[config.mk]
export PLATFORM = sky130hd
export DESIGN_NAME = bk_spi_master_flat
export DESIGN_NICKNAME = d
export VERILOG_FILES = /design/src/rtl/bk_spi_pkg.sv /design/src/rtl/bk_spi_if.sv /design/src/rtl/bk_spi_sckgen.sv /design/src/rtl/bk_spi_master.sv /design/src/flat_wrapper.sv
export SDC_FILE = /design/constraint.sdc
export NUM_CORES = 1
export LEC_CHECK = 0
export BUFFER_PORTS_ARGS = -buffer_cell sky130_fd_sc_hd__buf_4
export CAP_MARGIN = 20
export CORE_MARGIN = 8
export CORE_UTILIZATION = 30
export CTS_BUF_LIST = sky130_fd_sc_hd__clkbuf_4 sky130_fd_sc_hd__clkbuf_8
export DETAILED_ROUTE_END_ITERATION = 12
export SKIP_CTS_REPAIR_TIMING = 1
export SLEW_MARGIN = 25
export SYNTH_ARGS = -nofsm -noshare
export SYNTH_HDL_FRONTEND = slang
export SYNTH_SLANG_ARGS = --single-unit
export TNS_END_PERCENT = 20
[constraint.sdc]
create_clock -name clk -period 2.26 [get_ports clk]
set_clock_uncertainty 0.2 [all_clocks]
set_input_delay 0.226 -clock clk [delete_from_list [all_inputs] [get_ports clk]]
set_output_delay 0.226 -clock clk [all_outputs]
set_load 0.005 [all_outputs]
[src/rtl/bk_spi_pkg.sv]
// Shared types and constants for the BK user-register SPI master engine.
package bk_spi_pkg;
  typedef enum logic {
    SPI_IDLE  = 1'b0,
    SPI_SHIFT = 1'b1
  } spi_state_e;

  localparam int                  SPI_BITS   = 8;
  localparam int                  SPI_EDGES  = 16;
  localparam int                  EDGE_W     = $clog2(SPI_EDGES);
  localparam logic                MOSI_IDLE  = 1'b1;
  localparam logic [SPI_BITS-1:0] DATA_RESET = 8'hFF;
endpackage

[src/rtl/bk_spi_if.sv]
// Core-side register strobe/data plus the SPI pins, bundled for the engine.
interface bk_spi_if;
  import bk_spi_pkg::*;

  logic                ce;
  logic                wren;
  logic [SPI_BITS-1:0] data_i;
  logic                cs_n_i;
  logic [SPI_BITS-1:0] data_o;
  logic                dsr;
  logic                overrun;
  logic                sck;
  logic                mosi;
  logic                miso;
  logic                ss_n;

  modport master (
    input  ce, wren, data_i, cs_n_i, miso,
    output data_o, dsr, overrun, sck, mosi, ss_n
  );

  modport slave (
    output ce, wren, data_i, cs_n_i, miso,
    input  data_o, dsr, overrun, sck, mosi, ss_n
  );
endinterface

[src/rtl/bk_spi_sckgen.sv]
// Half-period divider: registered tick one cycle before each sck toggle, so
// the engine acts on the same edge that sck changes.
module bk_spi_sckgen #(
  parameter int CLKDIV = 4,
  parameter int DIV_W  = 8
) (
  input  logic clk,
  input  logic reset_n,
  input  logic clr,
  input  logic en,
  output logic tick,
  output logic sck
);
  localparam logic [DIV_W-1:0] RELOAD = DIV_W'(CLKDIV - 1);

  logic [DIV_W-1:0] cnt_q, cnt_d;
  logic             tick_q, tick_d;
  logic             sck_q, sck_d;

  always_comb begin
    cnt_d  = cnt_q;
    tick_d = 1'b0;
    sck_d  = sck_q;
    if (clr) begin
      cnt_d = RELOAD;
      sck_d = 1'b0;
    end else if (en) begin
      tick_d = (cnt_q == '0);
      cnt_d  = (cnt_q == '0) ? RELOAD : cnt_q - 1'b1;
      if (tick_q) sck_d = ~sck_q;
    end
  end

  // NOTE: sequential state uses non-blocking assignments so every flop samples pre-edge values.
  always_ff @(posedge clk or negedge reset_n) begin
    if (!reset_n) begin
      cnt_q  <= '0;
      tick_q <= 1'b0;
      sck_q  <= 1'b0;
    end else begin
      cnt_q  <= cnt_d;
      tick_q <= tick_d;
      sck_q  <= sck_d;
    end
  end

  // A tick left over from the last divider period is ignored once idle.
  assign tick = tick_q & en;
  assign sck  = sck_q;
endmodule

[src/rtl/bk_spi_master.sv]
// Byte-wide SPI mode-0 master for register 177714 with a one-byte holding
// register so the CPU can queue the next byte during a transfer.
module bk_spi_master
  import bk_spi_pkg::*;
#(
  parameter int CLKDIV = 4,
  parameter int DIV_W  = 8
) (
  input logic      clk,
  input logic      reset_n,
  bk_spi_if.master bus
);
  localparam logic [EDGE_W-1:0] LAST_EDGE = EDGE_W'(SPI_EDGES - 1);

  spi_state_e          state_q, state_d;
  logic [SPI_BITS-1:0] tx_q, tx_d;
  logic [SPI_BITS-1:0] rx_q, rx_d;
  logic [SPI_BITS-1:0] hold_q, hold_d;
  logic                hold_valid_q, hold_valid_d;
  logic [EDGE_W-1:0]   edge_cnt_q, edge_cnt_d;
  logic [SPI_BITS-1:0] data_q, data_d;
  logic                ss_n_q, ss_n_d;
  logic                dsr_q, dsr_d;
  logic                overrun_q, overrun_d;
  logic                accept, clr, tick, sck;

  bk_spi_sckgen #(.CLKDIV(CLKDIV), .DIV_W(DIV_W)) u_sckgen (
    .clk    (clk),
    .reset_n(reset_n),
    .clr    (clr),
    .en     (state_q == SPI_SHIFT),
    .tick   (tick),
    .sck    (sck)
  );

  assign accept = bus.ce & bus.wren;

  // NOTE: every variable gets its default first, so no path leaves one unassigned (no latches).
  always_comb begin
    state_d      = state_q;
    tx_d         = tx_q;
    rx_d         = rx_q;
    hold_d       = hold_q;
    hold_valid_d = hold_valid_q;
    edge_cnt_d   = edge_cnt_q;
    data_d       = data_q;
    overrun_d    = overrun_q;
    clr          = 1'b0;

    unique case (state_q)
      SPI_IDLE: begin
        if (accept) begin
          tx_d       = bus.data_i;
          edge_cnt_d = '0;
          overrun_d  = 1'b0;
          clr        = 1'b1;
          state_d    = SPI_SHIFT;
        end
      end
      SPI_SHIFT: begin
        if (accept) begin
          if (!hold_valid_q) begin
            hold_d       = bus.data_i;
            hold_valid_d = 1'b1;
          end else begin
            overrun_d = 1'b1;
          end
        end
        // Later statements read hold_*_d so a write landing on the final edge is chained.
        if (tick) begin
          edge_cnt_d = edge_cnt_q + 1'b1;
          if (!sck) begin
            rx_d = {rx_q[SPI_BITS-2:0], bus.miso};
          end else if (edge_cnt_q == LAST_EDGE) begin
            data_d = rx_q;
            if (hold_valid_d) begin
              tx_d         = hold_d;
              hold_valid_d = 1'b0;
            end else begin
              tx_d    = {SPI_BITS{MOSI_IDLE}};
              state_d = SPI_IDLE;
            end
          end else begin
            tx_d = {tx_q[SPI_BITS-2:0], MOSI_IDLE};
          end
        end
      end
      default: state_d = SPI_IDLE;
    endcase

    ss_n_d = (state_q == SPI_IDLE) ? bus.cs_n_i : ss_n_q;
    dsr_d  = (state_d == SPI_IDLE) & ~hold_valid_d;
  end

  always_ff @(posedge clk or negedge reset_n) begin
    if (!reset_n) begin
      state_q      <= SPI_IDLE;
      tx_q         <= {SPI_BITS{MOSI_IDLE}};
      rx_q         <= '0;
      hold_q       <= '0;
      hold_valid_q <= 1'b0;
      edge_cnt_q   <= '0;
      data_q       <= DATA_RESET;
      ss_n_q       <= 1'b1;
      dsr_q        <= 1'b1;
      overrun_q    <= 1'b0;
    end else begin
      state_q      <= state_d;
      tx_q         <= tx_d;
      rx_q         <= rx_d;
      hold_q       <= hold_d;
      hold_valid_q <= hold_valid_d;
      edge_cnt_q   <= edge_cnt_d;
      data_q       <= data_d;
      ss_n_q       <= ss_n_d;
      dsr_q        <= dsr_d;
      overrun_q    <= overrun_d;
    end
  end

  // mosi is the tx MSB; idle and fill bits are MOSI_IDLE so the line rests high.
  assign bus.mosi    = tx_q[SPI_BITS-1];
  assign bus.sck     = sck;
  assign bus.ss_n    = ss_n_q;
  assign bus.data_o  = data_q;
  assign bus.dsr     = dsr_q;
  assign bus.overrun = overrun_q;
endmodule

[src/flat_wrapper.sv]
// flat-port wrapper written by rule: the top's interface ports become plain ports
module bk_spi_master_flat import bk_spi_pkg::*;
#(
  parameter int CLKDIV = 4,
  parameter int DIV_W  = 8
)
  (clk, reset_n, bus_ce, bus_wren, bus_data_i, bus_cs_n_i, bus_miso, bus_data_o, bus_dsr, bus_overrun, bus_sck, bus_mosi, bus_ss_n);
  bk_spi_if bus_i ();
  input logic clk;
  input logic reset_n;
  input wire logic [$bits(bus_i.ce)-1:0] bus_ce;
  input wire logic [$bits(bus_i.wren)-1:0] bus_wren;
  input wire logic [$bits(bus_i.data_i)-1:0] bus_data_i;
  input wire logic [$bits(bus_i.cs_n_i)-1:0] bus_cs_n_i;
  input wire logic [$bits(bus_i.miso)-1:0] bus_miso;
  output wire logic [$bits(bus_i.data_o)-1:0] bus_data_o;
  output wire logic [$bits(bus_i.dsr)-1:0] bus_dsr;
  output wire logic [$bits(bus_i.overrun)-1:0] bus_overrun;
  output wire logic [$bits(bus_i.sck)-1:0] bus_sck;
  output wire logic [$bits(bus_i.mosi)-1:0] bus_mosi;
  output wire logic [$bits(bus_i.ss_n)-1:0] bus_ss_n;
  assign bus_i.ce = bus_ce;
  assign bus_i.wren = bus_wren;
  assign bus_i.data_i = bus_data_i;
  assign bus_i.cs_n_i = bus_cs_n_i;
  assign bus_i.miso = bus_miso;
  assign bus_data_o = bus_i.data_o;
  assign bus_dsr = bus_i.dsr;
  assign bus_overrun = bus_i.overrun;
  assign bus_sck = bus_i.sck;
  assign bus_mosi = bus_i.mosi;
  assign bus_ss_n = bus_i.ss_n;
  bk_spi_master #(.CLKDIV(CLKDIV), .DIV_W(DIV_W)) u_core (.clk(clk), .reset_n(reset_n), .bus(bus_i));
endmodule
==> impl_results.md, run 1 <==
- Hold Startpoint: bus_wren
- Peak Freq: 0.530 GHz
- Final Critical Period: 1.89 ns
- WHS: 0.204 ns
- Post-Syn Area: 0.00240 mm2
- Dpl hpwl: 3270 um
- Clk Latency, worst-skew pair: 0.30 ns
- Avg Cell Area, Syn: 11.4 um2
- Via density: 4.81
- Footprint of the multi-input gates: 0.00104 mm2
- Die W: 105 um
- Register share of total power: 50.6%
- H-tree Lvls: 2
- Clk sinks: 51
- Vias in the first global route: 1596
- Clock-pin slew on the worst setup and hold paths: 0.10 ns
- Switching share of total power: 32.5%
- Relative slew slack: 57.3%
- Layout cell share with drive strength beyond 1: 36.4%
- Clk pwr share: 18.5%
- Root Buffer: clkbuf_8
- DIE AREA: 0.0111 mm2
- Combinational Power Share: 30.9%
- Fill count: 773
- Final Hold Fails: 0
- Iteration-0 DRC Markers: 103
- Critical path class: reg -> reg
- Register area: 0.00130 mm2
- Worst-margin pin slew: 0.640 ns
- Area grow syn2layout: 21.6%
- P per Cell Area: 1030 mW/mm2
- First-pass GRT wire length: 8020 um
- Outcome: completed
- Core area: 0.00773 mm2
- Type of origin of the critical path: register
- Average wire per cell in the routed design: 13.8 um
- P_sw: 0.973 mW
- Final net count: 265
- Pleak: 1.27 nW
- ANT cells: 0
- Worst reg2reg path depth: 5
- Initial antenna violation count: 0
- Reg2reg start: u_core.u_sckgen.cnt_q[0]
- Synthesis warning total: 0
- Seq/Total Area, Yosys: 54.2%
- Post-synth EDFFs: 0
- Async SR Flop Fraction: 100%
- Synth cell types: 47
- CP Capture Type: register
- Hold/Removal Path Class: in -> reg
- CTS tree: yes
- DRT antenna net count: 0
- RSZ-0062 raised after global routing: no
- Setup_tns: 0 ns
- Synthesis-stage register bit count: 51
- Int Power: 2.02 mW
- Total wire length: 4870 um
- I/O Buffers: 26
- Io pins: 27
- Die height: 105 um
- Total CTS buffers: 5
- Largest net degree at the start of global routing: 52
- Residual DRC: 0
- Maximum VDD drop: 324 uV
- Gr ovfl total: 0
- Critical path required time: 2.29 ns
- Initial Util: 31.0%
- Total GRT Usage: 8.70%
- Slew Viols, Final: 0
- FP Rows: 32
- Vias post-DR: 1694
- Bufs on Longest Clock Path: 2
- Max cap viols: 0
- Ys flop type: dfrtp_1
- Setup Viol. Count Final: 0
- Final period utilization: 83.5%
- Worst Hold Depth: 3
- Critical path launch point: u_core.u_sckgen.cnt_q[0]
- TritonRoute pass-1 iters: 4
- Overall Power: 2.99 mW
- Cells after synthesis: 211
- Arrival @ worst endpoint: 1.92 ns
- Maximum fanout along the worst path: 6
- Syn_nets: 227
- Placer Congestion: 0.710
-- layer usage --
metal	track usage (%)	vias up	part of all wire, %
li1	-	846	-
met1	11.6	823	48
met2	13.6	23	47
met3	2.50	2	4.0
met4	1.83	0	0.49
met5	0	-	0
-- area by class of cell --
| cell class | count | area share [%] |
|---|---|---|
| clock inverters | 3 | 0.945 |
| multi-input cells | 147 | 35.7 |
| well taps | 102 | 4.38 |
| clock buffers | 5 | 2.36 |
| repair buffers | 42 | 11.8 |
| inverters | 2 | 0.258 |
| flip-flops and latches | 51 | 44.6 |
-- cells in the final DEF (no fill, tap or decap), drive strengths merged, types with 3 or more instances in the layout --
cell type	synthesis	final
xor2	3	3
nand3b	3	3
dlygate4sd3	0	11
buf	4	31
o21ai	19	19
clkbuf	7	5
nand3	4	4
nand2b	3	3
nor3	6	6
nand2	18	18
a31oi	3	3
nor2	11	11
nand4	3	3
inv	2	4
dfrtp	33	33
dfstp	18	18
mux2	26	26
o221a	4	4
a21oi	12	12
o21a	3	3
and3	3	3
-- through the flow --
| stage | std cells | worst slack, ns | cell area, um2 | util (%) |
|---|---|---|---|---|
| 6_report | 352 | 0.373 | 2910 | 37.7 |
| 5_1_grt | 352 | 0.252 | 2910 | 37.7 |
| 4_1_cts | 341 | 0.368 | 2800 | 36.3 |
| 3_5_place_dp | 333 | 0.384 | 2710 | 35.0 |
| 3_3_place_gp | 333 | 0.417 | 2710 | 35.0 |
| 2_1_floorplan | 211 | 0.471 | 2400 | - |
-- sequential cells by signal (all words and copies together), names as in the netlist, 4 cells and up --
register               cells
u_core.bus.data_o          8
u_core.hold_q              8
u_core.rx_q                8
u_core.tx_q                8
u_core.u_sckgen.cnt_q      8
u_core.edge_cnt_q          4
-- critical path, cell delays in order (launching register included) --
cell     delay [ns]
dfrtp_1        0.44
inv_1          0.08
ha_1           0.23
or3b_1         0.39
or3_1          0.32
a31oi_1        0.16
-- final timing paths --
path,to,slack (ns)
setup / recovery,u_core.u_sckgen.cnt_q[4],0.37
min in group asynchronous,u_core.hold_q[2],0.28
max in group asynchronous,u_core.hold_q[7],1.15
hold reg to reg,u_core.tx_q[0],0.29
hold / removal,u_core.bus.dsr,0.20
setup reg to reg,u_core.u_sckgen.cnt_q[4],0.37
-- power groups by stage --
| stage | sequential [mW] | clock [mW] | combinational [mW] |
|---|---|---|---|
| detailed placement | 1.53 | 0 | 0.921 |
| global route | 1.57 | 0.617 | 1.06 |
| CTS | 1.52 | 0.588 | 0.926 |
| global placement | 1.52 | 0 | 0.903 |
| floorplan | 1.47 | 0 | 0.721 |
| finish | 1.51 | 0.554 | 0.925 |
-- cells by family (layout without fill, tap and decap cells) --
kind of cell / Yosys count / in the layout / synth area share (%)
simple gates: 61 / 61 / 13.7
compound gates: 52 / 52 / 14.1
flops: 51 / 51 / 54.2
mux: 28 / 28 / 13.1
buf+inv: 13 / 52 / 2.40
xor+xnor: 4 / 4 / 1.46
fa+ha+maj: 2 / 2 / 1.04
-- cell usage after synthesis, types with 3 or more instances --
cell	count	area share, %
mux2_2	23	11
nand2b_1	3	0.78
o221a_2	4	1.9
nand4_1	3	0.78
dfstp_2	18	20
nand3_1	4	0.84
nand3b_1	3	0.94
o21a_1	3	0.94
mux2_1	3	1.4
nand2_1	17	2.7
buf_2	3	0.63
dfrtp_1	33	34
a21oi_1	12	2.5
nor3_1	5	1.0
clkbuf_1	6	0.94
o21ai_0	18	3.8
nor2_1	11	1.7
xor2_1	3	1.1
a31oi_1	3	0.78
Power figures use the tool's default switching activity.
==> inputs of run 2 (changes only) <==
==> constraint.sdc (replaced) <==
create_clock -name clk -period 1.7 [get_ports clk]
set_clock_uncertainty 0.2 [all_clocks]
set_input_delay 0.17 -clock clk [delete_from_list [all_inputs] [get_ports clk]]
set_output_delay 0.17 -clock clk [all_outputs]
set_load 0.005 [all_outputs]
==> impl_results.md, run 2 (synthesis gave the netlist of run 1 again) <==
- Outcome: finished with violations
- Failing checks: negative setup slack
- Layout cell share with drive strength beyond 1: 44.1% (+7.7 points)
- H-tree Lvls: 2 (unchanged)
- Setup Viol. Count Final: 6 (+6)
- Crit-path slowest cell: or4_4
- Leading cell type in the layout, fill and taps excluded: buf_4
- Max cap viols: 0 (unchanged)
- Die W: 105 um (unchanged)
- Worst-margin pin slew: 0.659 ns (+0.0184 ns)
- Hold/Removal Path Class: in -> reg
- Bufs on Longest Clock Path: 2 (unchanged)
- Critical path class: reg -> reg
- Io pins: 27 (unchanged)
- Placer Congestion: 0.775 (+9.2%)
- First-pass GRT wire length: 9080 um (+13%)
- FP Rows: 32 (unchanged)
- Register area: 0.00130 mm2 (about the same)
- Total GRT Usage: 9.92% (+1.2 points)
- I/O Buffers: 26 (unchanged)
- Gr ovfl total: 0 (unchanged)
- Clk Latency, worst-skew pair: 0.31 ns (about the same)
- Area grow syn2layout: 30.3%
- WHS: 0.0859 ns (-0.118 ns)
- Fill count: 743 (-3.9%)
- Final net count: 287 (+8.3%)
- Most frequent cells in the layout: buf_4, dfrtp_1, mux2_2, o21ai_0, dfstp_2
- Final Hold Fails: 0 (unchanged)
- Critical path endpoint: u_core.u_sckgen.cnt_q[3]
- CTS tree: yes
- Clk sinks: 51 (unchanged)
- R2R Setup Slk: -0.09 ns (-0.46 ns)
- Slew Viols, Final: 0 (unchanged)
- Type of origin of the critical path: register
- Initial antenna violation count: 0 (unchanged)
- Placed Instances: 354 (+6.3%)
- Root Buffer: clkbuf_8
- Post-Layout Cell Count: 374 (+6.3%)
- Clock-pin slew on the worst setup and hold paths: 0.10 ns (about the same)
- Critical-path cell list: or4_4 -> nor3_4 -> nand2_2 -> a31o_1
- Maximum VDD drop: 632 uV (+95%)
- Critical path launch point: u_core.u_sckgen.cnt_q[5]
- CP Capture Type: register
- Total wire length: 5370 um (+10%)
- Dpl hpwl: 3620 um (+11%)
- Critical path required time: 1.71 ns (-0.58 ns)
- Final Critical Period: 1.79 ns (-0.0972 ns)
- Vias post-DR: 1794 (+5.9%)
- Worst setup margin: -0.0901 ns (-0.463 ns)
- Iteration-0 DRC Markers: 115 (+12%)
- Residual DRC: 0 (unchanged)
- Core area: 0.00773 mm2 (unchanged)
- ANT cells: 0 (unchanged)
- Via density: 4.80 (-0.33%)
- Vias in the first global route: 1806 (+13%)
- RSZ-0062 raised after global routing: yes
- Maximum fanout along the worst path: 5 (-1)
- Arrival @ worst endpoint: 1.80 ns (-0.12 ns)
- Total CTS buffers: 5 (unchanged)
- Initial Util: 31.0% (unchanged)
- P per Cell Area: 1380 mW/mm2 (+34%)
- Relative slew slack: 56.1% (-1.2 points)
- Reg2reg start: u_core.u_sckgen.cnt_q[5]
- Average wire per cell in the routed design: 14.4 um (+3.7%)
- Footprint of the multi-input gates: 0.00106 mm2 (+2.4%)
- Pleak: 1.38 nW (+8.7%)
- Die height: 105 um (unchanged)
- TritonRoute pass-1 iters: 4 (unchanged)
- DRT antenna net count: 0 (unchanged)
- RR Endpoint: u_core.u_sckgen.cnt_q[3]
- Peak Freq: 0.559 GHz (+5.4%)
- Largest net degree at the start of global routing: 52 (unchanged)
- Worst reg2reg path depth: 4 (-1)
- Delay of the slowest cell on the worst path: 0.56 ns (+0.12 ns)
- Final period utilization: 105% (+22 points)
- DIE AREA: 0.0111 mm2 (unchanged)
## run 2: cell types whose count changed in the layout (fill, tap and decap cells not counted), moves of 2 or more
| cell | before | now |
|---|---|---|
| buf_4 | 31 | 51 |
| clkinv_4 | 0 | 2 |
| ha_1 | 2 | 0 |
| inv_1 | 2 | 0 |
| inv_2 | 0 | 2 |
## run 2: power by group
group / switching, mW / leakage (nW) / internal, mW / total (mW)
Sequential: 0.293 / 0.585 / 1.67 / 1.96
Combinational: 0.671 / 0.741 / 0.916 / 1.59
Clock: 0.444 / 0.0502 / 0.306 / 0.750
## run 2: metrics by stage
step,power [mW],util (%),setup slack (ns),TNS [ns],instance area (um2)
finish,4.30,40.4,-0.0901,-0.297,3120
global route,4.63,40.4,-0.152,-0.801,3120
CTS,4.29,38.7,-0.101,-0.432,2990
detailed placement,3.52,37.4,-0.0777,-0.263,2890
global placement,3.46,37.4,-0.0551,-0.131,2890
floorplan,2.94,-,-0.0247,-0.0448,2420
## run 2: cell type report
cell class / count / area share (%)
Clock buffer: 5 / 2.20
Sequential cell: 51 / 41.6
Timing Repair Buffer: 64 / 16.8
Tap cell: 102 / 4.09
Clock inverter: 3 / 0.922
Multi-Input combinational cell: 147 / 34.1
Inverter: 2 / 0.240
## run 2: how the worst min path moves through the flow
stage | from | to | slack (ns) | cells past startpoint
after floorplan | reset_n | u_core.bus.overrun | -0.33 | 0
after global placement | reset_n | u_core.hold_q[2] | 0.06 | 1
after detailed placement | reset_n | u_core.hold_q[1] | 0.05 | 1
after CTS | reset_n | u_core.u_sckgen.cnt_q[0] | -0.30 | 1
after global routing | bus_wren | u_core.state_q | 0.10 | 4
final | bus_wren | u_core.state_q | 0.09 | 4
## run 2: critical path: cells and delay by family (launching register included)
| kind | cells | cell delay [ns] |
|---|---|---|
| AND/OR/NAND/NOR | 3 | 0.90 |
| flip-flops | 1 | 0.39 |
| AO/OA/AOI/OAI | 1 | 0.20 |
## run 2: metal layers
layer / vias to the layer above / share of wire, % / global-route usage (%)
met5: - / 0 / 0
met4: 0 / 1.1 / 3.36
met3: 7 / 4.2 / 3.35
met2: 27 / 45 / 15.0
met1: 873 / 49 / 12.9
li1: 887 / - / -
==> inputs of run 3 (changes only) <==
--- a/config.mk
+++ b/config.mk
@@ -5,12 +5,14 @@
 export SDC_FILE = /design/constraint.sdc
 export NUM_CORES = 1
 export LEC_CHECK = 0
+export ABC_AREA = 1
 export BUFFER_PORTS_ARGS = -buffer_cell sky130_fd_sc_hd__buf_4
 export CAP_MARGIN = 20
 export CORE_MARGIN = 8
-export CORE_UTILIZATION = 30
+export CORE_UTILIZATION = 55
 export CTS_BUF_LIST = sky130_fd_sc_hd__clkbuf_4 sky130_fd_sc_hd__clkbuf_8
 export DETAILED_ROUTE_END_ITERATION = 12
+export PLACE_DENSITY = 0.78
 export SKIP_CTS_REPAIR_TIMING = 1
 export SLEW_MARGIN = 25
 export SYNTH_ARGS = -nofsm -noshare
==> impl_results.md, run 3 <==
- Outcome: finished with violations
- Failing checks: negative hold slack
- Maximum fanout along the worst path: 7 (+2)
- Worst slack at placement: 0.132 ns (+0.210 ns)
- Yosys top cell area share: 32.3% (-2.2 points)
- H-tree Lvls: 2 (unchanged)
- Placed Area: 0.00282 mm2 (-2.6%)
- Register share of total power: 60.9% (+15 points)
- Root Buffer: clkbuf_8
- Dpl hpwl: 3640 um (+0.47%)
- DRT antenna net count: 0 (unchanged)
- End of the worst hold path: u_core.tx_q[1]
- Async SR Flop Fraction: 100% (unchanged)
- Leading cell type in the layout, fill and taps excluded: nand2_1
- Setup Viol. Count Final: 0 (-6)
- Int Power: 1.58 mW (-45%)
- Arrival @ worst endpoint: 1.57 ns (-0.23 ns)
- Most frequent cells in the layout: nand2_1, inv_1, dfrtp_1, buf_4, o21ai_0
- Worst Hold Depth: 3 (-1)
- Largest net degree at the start of global routing: 52 (unchanged)
- Initial antenna violation count: 0 (unchanged)
- I/O Buffers: 26 (unchanged)
- Gr ovfl total: 0 (unchanged)
- Count leader, synth: nand2_1
- Synthesis-stage register bit count: 51 (unchanged)
- Clk sinks: 51 (unchanged)
- Clk Latency, worst-skew pair: 0.31 ns (about the same)
- First-pass GRT wire length: 8570 um (-5.6%)
- Synth cell types: 28 (-40%)
- Io pins: 27 (unchanged)
- Relative slew slack: 58.6% (+2.5 points)
- Switching share of total power: 22.4% (-10 points)
- Avg Cell Area, Syn: 8.31 um2 (-27%)
- Overall Power: 2.04 mW (-53%)
- FP Rows: 25 (-22%)
- Via density: 5.06 (+5.5%)
- Worst setup margin: 0.120 ns (+0.210 ns)
- Die W: 84.2 um (-20%)
- Final net count: 361 (+26%)
- Pleak: 1.44 nW (+4.9%)
- Maximum VDD drop: 547 uV (-13%)
- Synth area leader: dfrtp_1
- Worst reg2reg path depth: 7 (+3)
- Synthesis warning total: 0 (unchanged)
- Peak Freq: 0.633 GHz (+13%)
- Cells after synthesis: 308 (+46%)
- Cell area after layout: 0.00296 mm2 (-5.3%)
- Area grow syn2layout: 15.6%
- Hold Startpoint: bus_data_i[1]
- Hold/Removal Path Class: in -> reg
- Slew Viols, Final: 0 (unchanged)
- Reg2reg start: u_core.u_sckgen.cnt_q[0]
- Clock-pin slew on the worst setup and hold paths: 0.09 ns (about the same)
- Combinational Power Share: 4.8% (-32 points)
- Fill count: 413 (-44%)
- Top cells by area, synth: dfrtp_1, dfstp_2, nand2_1
- Initial Util: 55.6% (+25 points)
- Final period utilization: 93.0% (-12 points)
- CTS tree: yes
- Seq/Total Area, Yosys: 50.8% (-3.4 points)
- ANT cells: 0 (unchanged)
- P per Cell Area: 688 mW/mm2 (-50%)
- P_sw: 0.456 mW (-68%)
- Total wire length: 5010 um (-6.6%)
- TritonRoute pass-1 iters: 4 (unchanged)
- Clk pwr share: 34.3% (+17 points)
- Max cap viols: 0 (unchanged)
- RR Endpoint: u_core.u_sckgen.cnt_q[6]
- Syn_nets: 324 (+43%)
- Bufs on Longest Clock Path: 2 (unchanged)
- Residual DRC: 0 (unchanged)
- Total GRT Usage: 14.5% (+4.6 points)
- Vias post-DR: 2024 (+13%)
- Final Hold Fails: 4 (+4)
- Post-synth EDFFs: 0 (unchanged)
- DIE AREA: 0.00709 mm2 (-36%)
- Top cells by count, synth: nand2_1, inv_1, dfrtp_1
- Die height: 84.2 um (-20%)
- Layout cell share with drive strength beyond 1: 24.3% (-20 points)
- Critical path required time: 1.68 ns (-0.03 ns)
- Footprint of the multi-input gates: 0.00101 mm2 (-4.9%)
- Total CTS buffers: 5 (unchanged)
- Vias in the first global route: 2036 (+13%)
- Average wire per cell in the routed design: 12.5 um (-13%)
- WHS: -0.0345 ns (-0.120 ns)
- Final Critical Period: 1.58 ns (-0.210 ns)
- R2R Setup Slk: 0.12 ns (+0.21 ns)
- Critical path class: reg -> reg
- Type of origin of the critical path: register
- Iteration-0 DRC Markers: 139 (+21%)
- Worst-margin pin slew: 0.621 ns (-0.0378 ns)
- Register area: 0.00130 mm2 (about the same)
- Core area: 0.00460 mm2 (-40%)
- Post-Syn Area: 0.00256 mm2 (+6.8%)
- Ys flop type: dfrtp_1
- CP Capture Type: register
- Placer Congestion: 0.853 (+10%)
-- run 3: cell types whose count changed after synthesis, moves of 4 or more --
| cell | delta |
|---|---|
| mux2_2 | -23 |
| clkbuf_1 | -6 |
| o21ai_2 | +7 |
| a21oi_1 | +8 |
| buf_6 | +4 |
| o221a_2 | -4 |
| nor3_1 | -4 |
| nor2_1 | +9 |
| o21ai_0 | +7 |
| inv_1 | +45 |
| nand3_1 | +8 |
| nand2_1 | +71 |
-- run 3: per-stage QoR --
stage          TNS [ns]  instances  hold WS (ns)  utilization [%]
5_1_grt         -0.0116        400       0.00676             64.3
3_5_place_dp          0        387        0.0367             61.3
6_report              0        400       -0.0345             64.3
3_3_place_gp          0        387        0.0327             61.3
2_1_floorplan         0        308        -0.326                -
4_1_cts               0        395        -0.304             63.2
-- run 3: area by class of cell --
type	instances	share of cell area [%]
flip-flops and latches	51	43.9
repair buffers	37	10.2
well taps	54	2.28
clock buffers	6	2.58
clock inverters	2	0.423
multi-input cells	200	34.2
inverters	50	6.35
-- run 3: kinds of logic (layout without fill, tap and decap cells) --
kind of cell / count (synthesis) / in the layout / synth area share, %
AO/OA/AOI/OAI: 59 / 59 / 13.4
XOR/XNOR: 5 / 5 / 1.71
adder cells (fa/ha/maj): 2 / 2 / 0.978
buffers and inverters: 57 / 95 / 9.78
flip-flops: 51 / 51 / 50.8
AND/OR/NAND/NOR: 134 / 134 / 23.3
-- run 3: power by group through the flow --
stage / sequential (mW) / clock [mW] / combinational [mW]
finish: 1.24 / 0.698 / 0.0972
global route: 1.24 / 0.762 / 0.111
CTS: 1.24 / 0.718 / 0.0909
detailed placement: 1.26 / 0 / 0.0908
global placement: 1.26 / 0 / 0.0888
floorplan: 1.26 / 0 / 0.0305
-- run 3: routing by layer --
layer | vias up | routed length, um | global-route usage, %
li1 | 1025 | - | -
met5 | - | 0 | 0
met3 | 7 | 234 | 4.74
met1 | 957 | 2250 | 16.8
met4 | 0 | 59 | 4.55
met2 | 35 | 2470 | 24.7
-- run 3: how the worst max path moves through the flow --
| stage | from | end | slack, ns | cells after the start |
|---|---|---|---|---|
| after floorplan | u_core.edge_cnt_q[0] | u_core.bus.data_o[6] | 0.24 | 7 |
| after global placement | u_core.u_sckgen.cnt_q[0] | u_core.u_sckgen.cnt_q[3] | 0.18 | 7 |
| after detailed placement | u_core.u_sckgen.cnt_q[0] | u_core.u_sckgen.cnt_q[4] | 0.13 | 7 |
| after CTS | u_core.u_sckgen.cnt_q[0] | u_core.u_sckgen.cnt_q[6] | 0.12 | 7 |
| after global routing | u_core.u_sckgen.cnt_q[0] | u_core.u_sckgen.cnt_q[3] | -0.01 | 7 |
| final | u_core.u_sckgen.cnt_q[0] | u_core.u_sckgen.cnt_q[6] | 0.12 | 7 |
-- run 3: worst max-delay path, stage by stage, from the launching register on --
cell and delay, ns:
dfrtp_1 0.36, inv_1 0.10, ha_1 0.19, nand3_1 0.18
nor2_2 0.22, nor2_4 0.08, nand2_1 0.06, o21ai_0 0.08
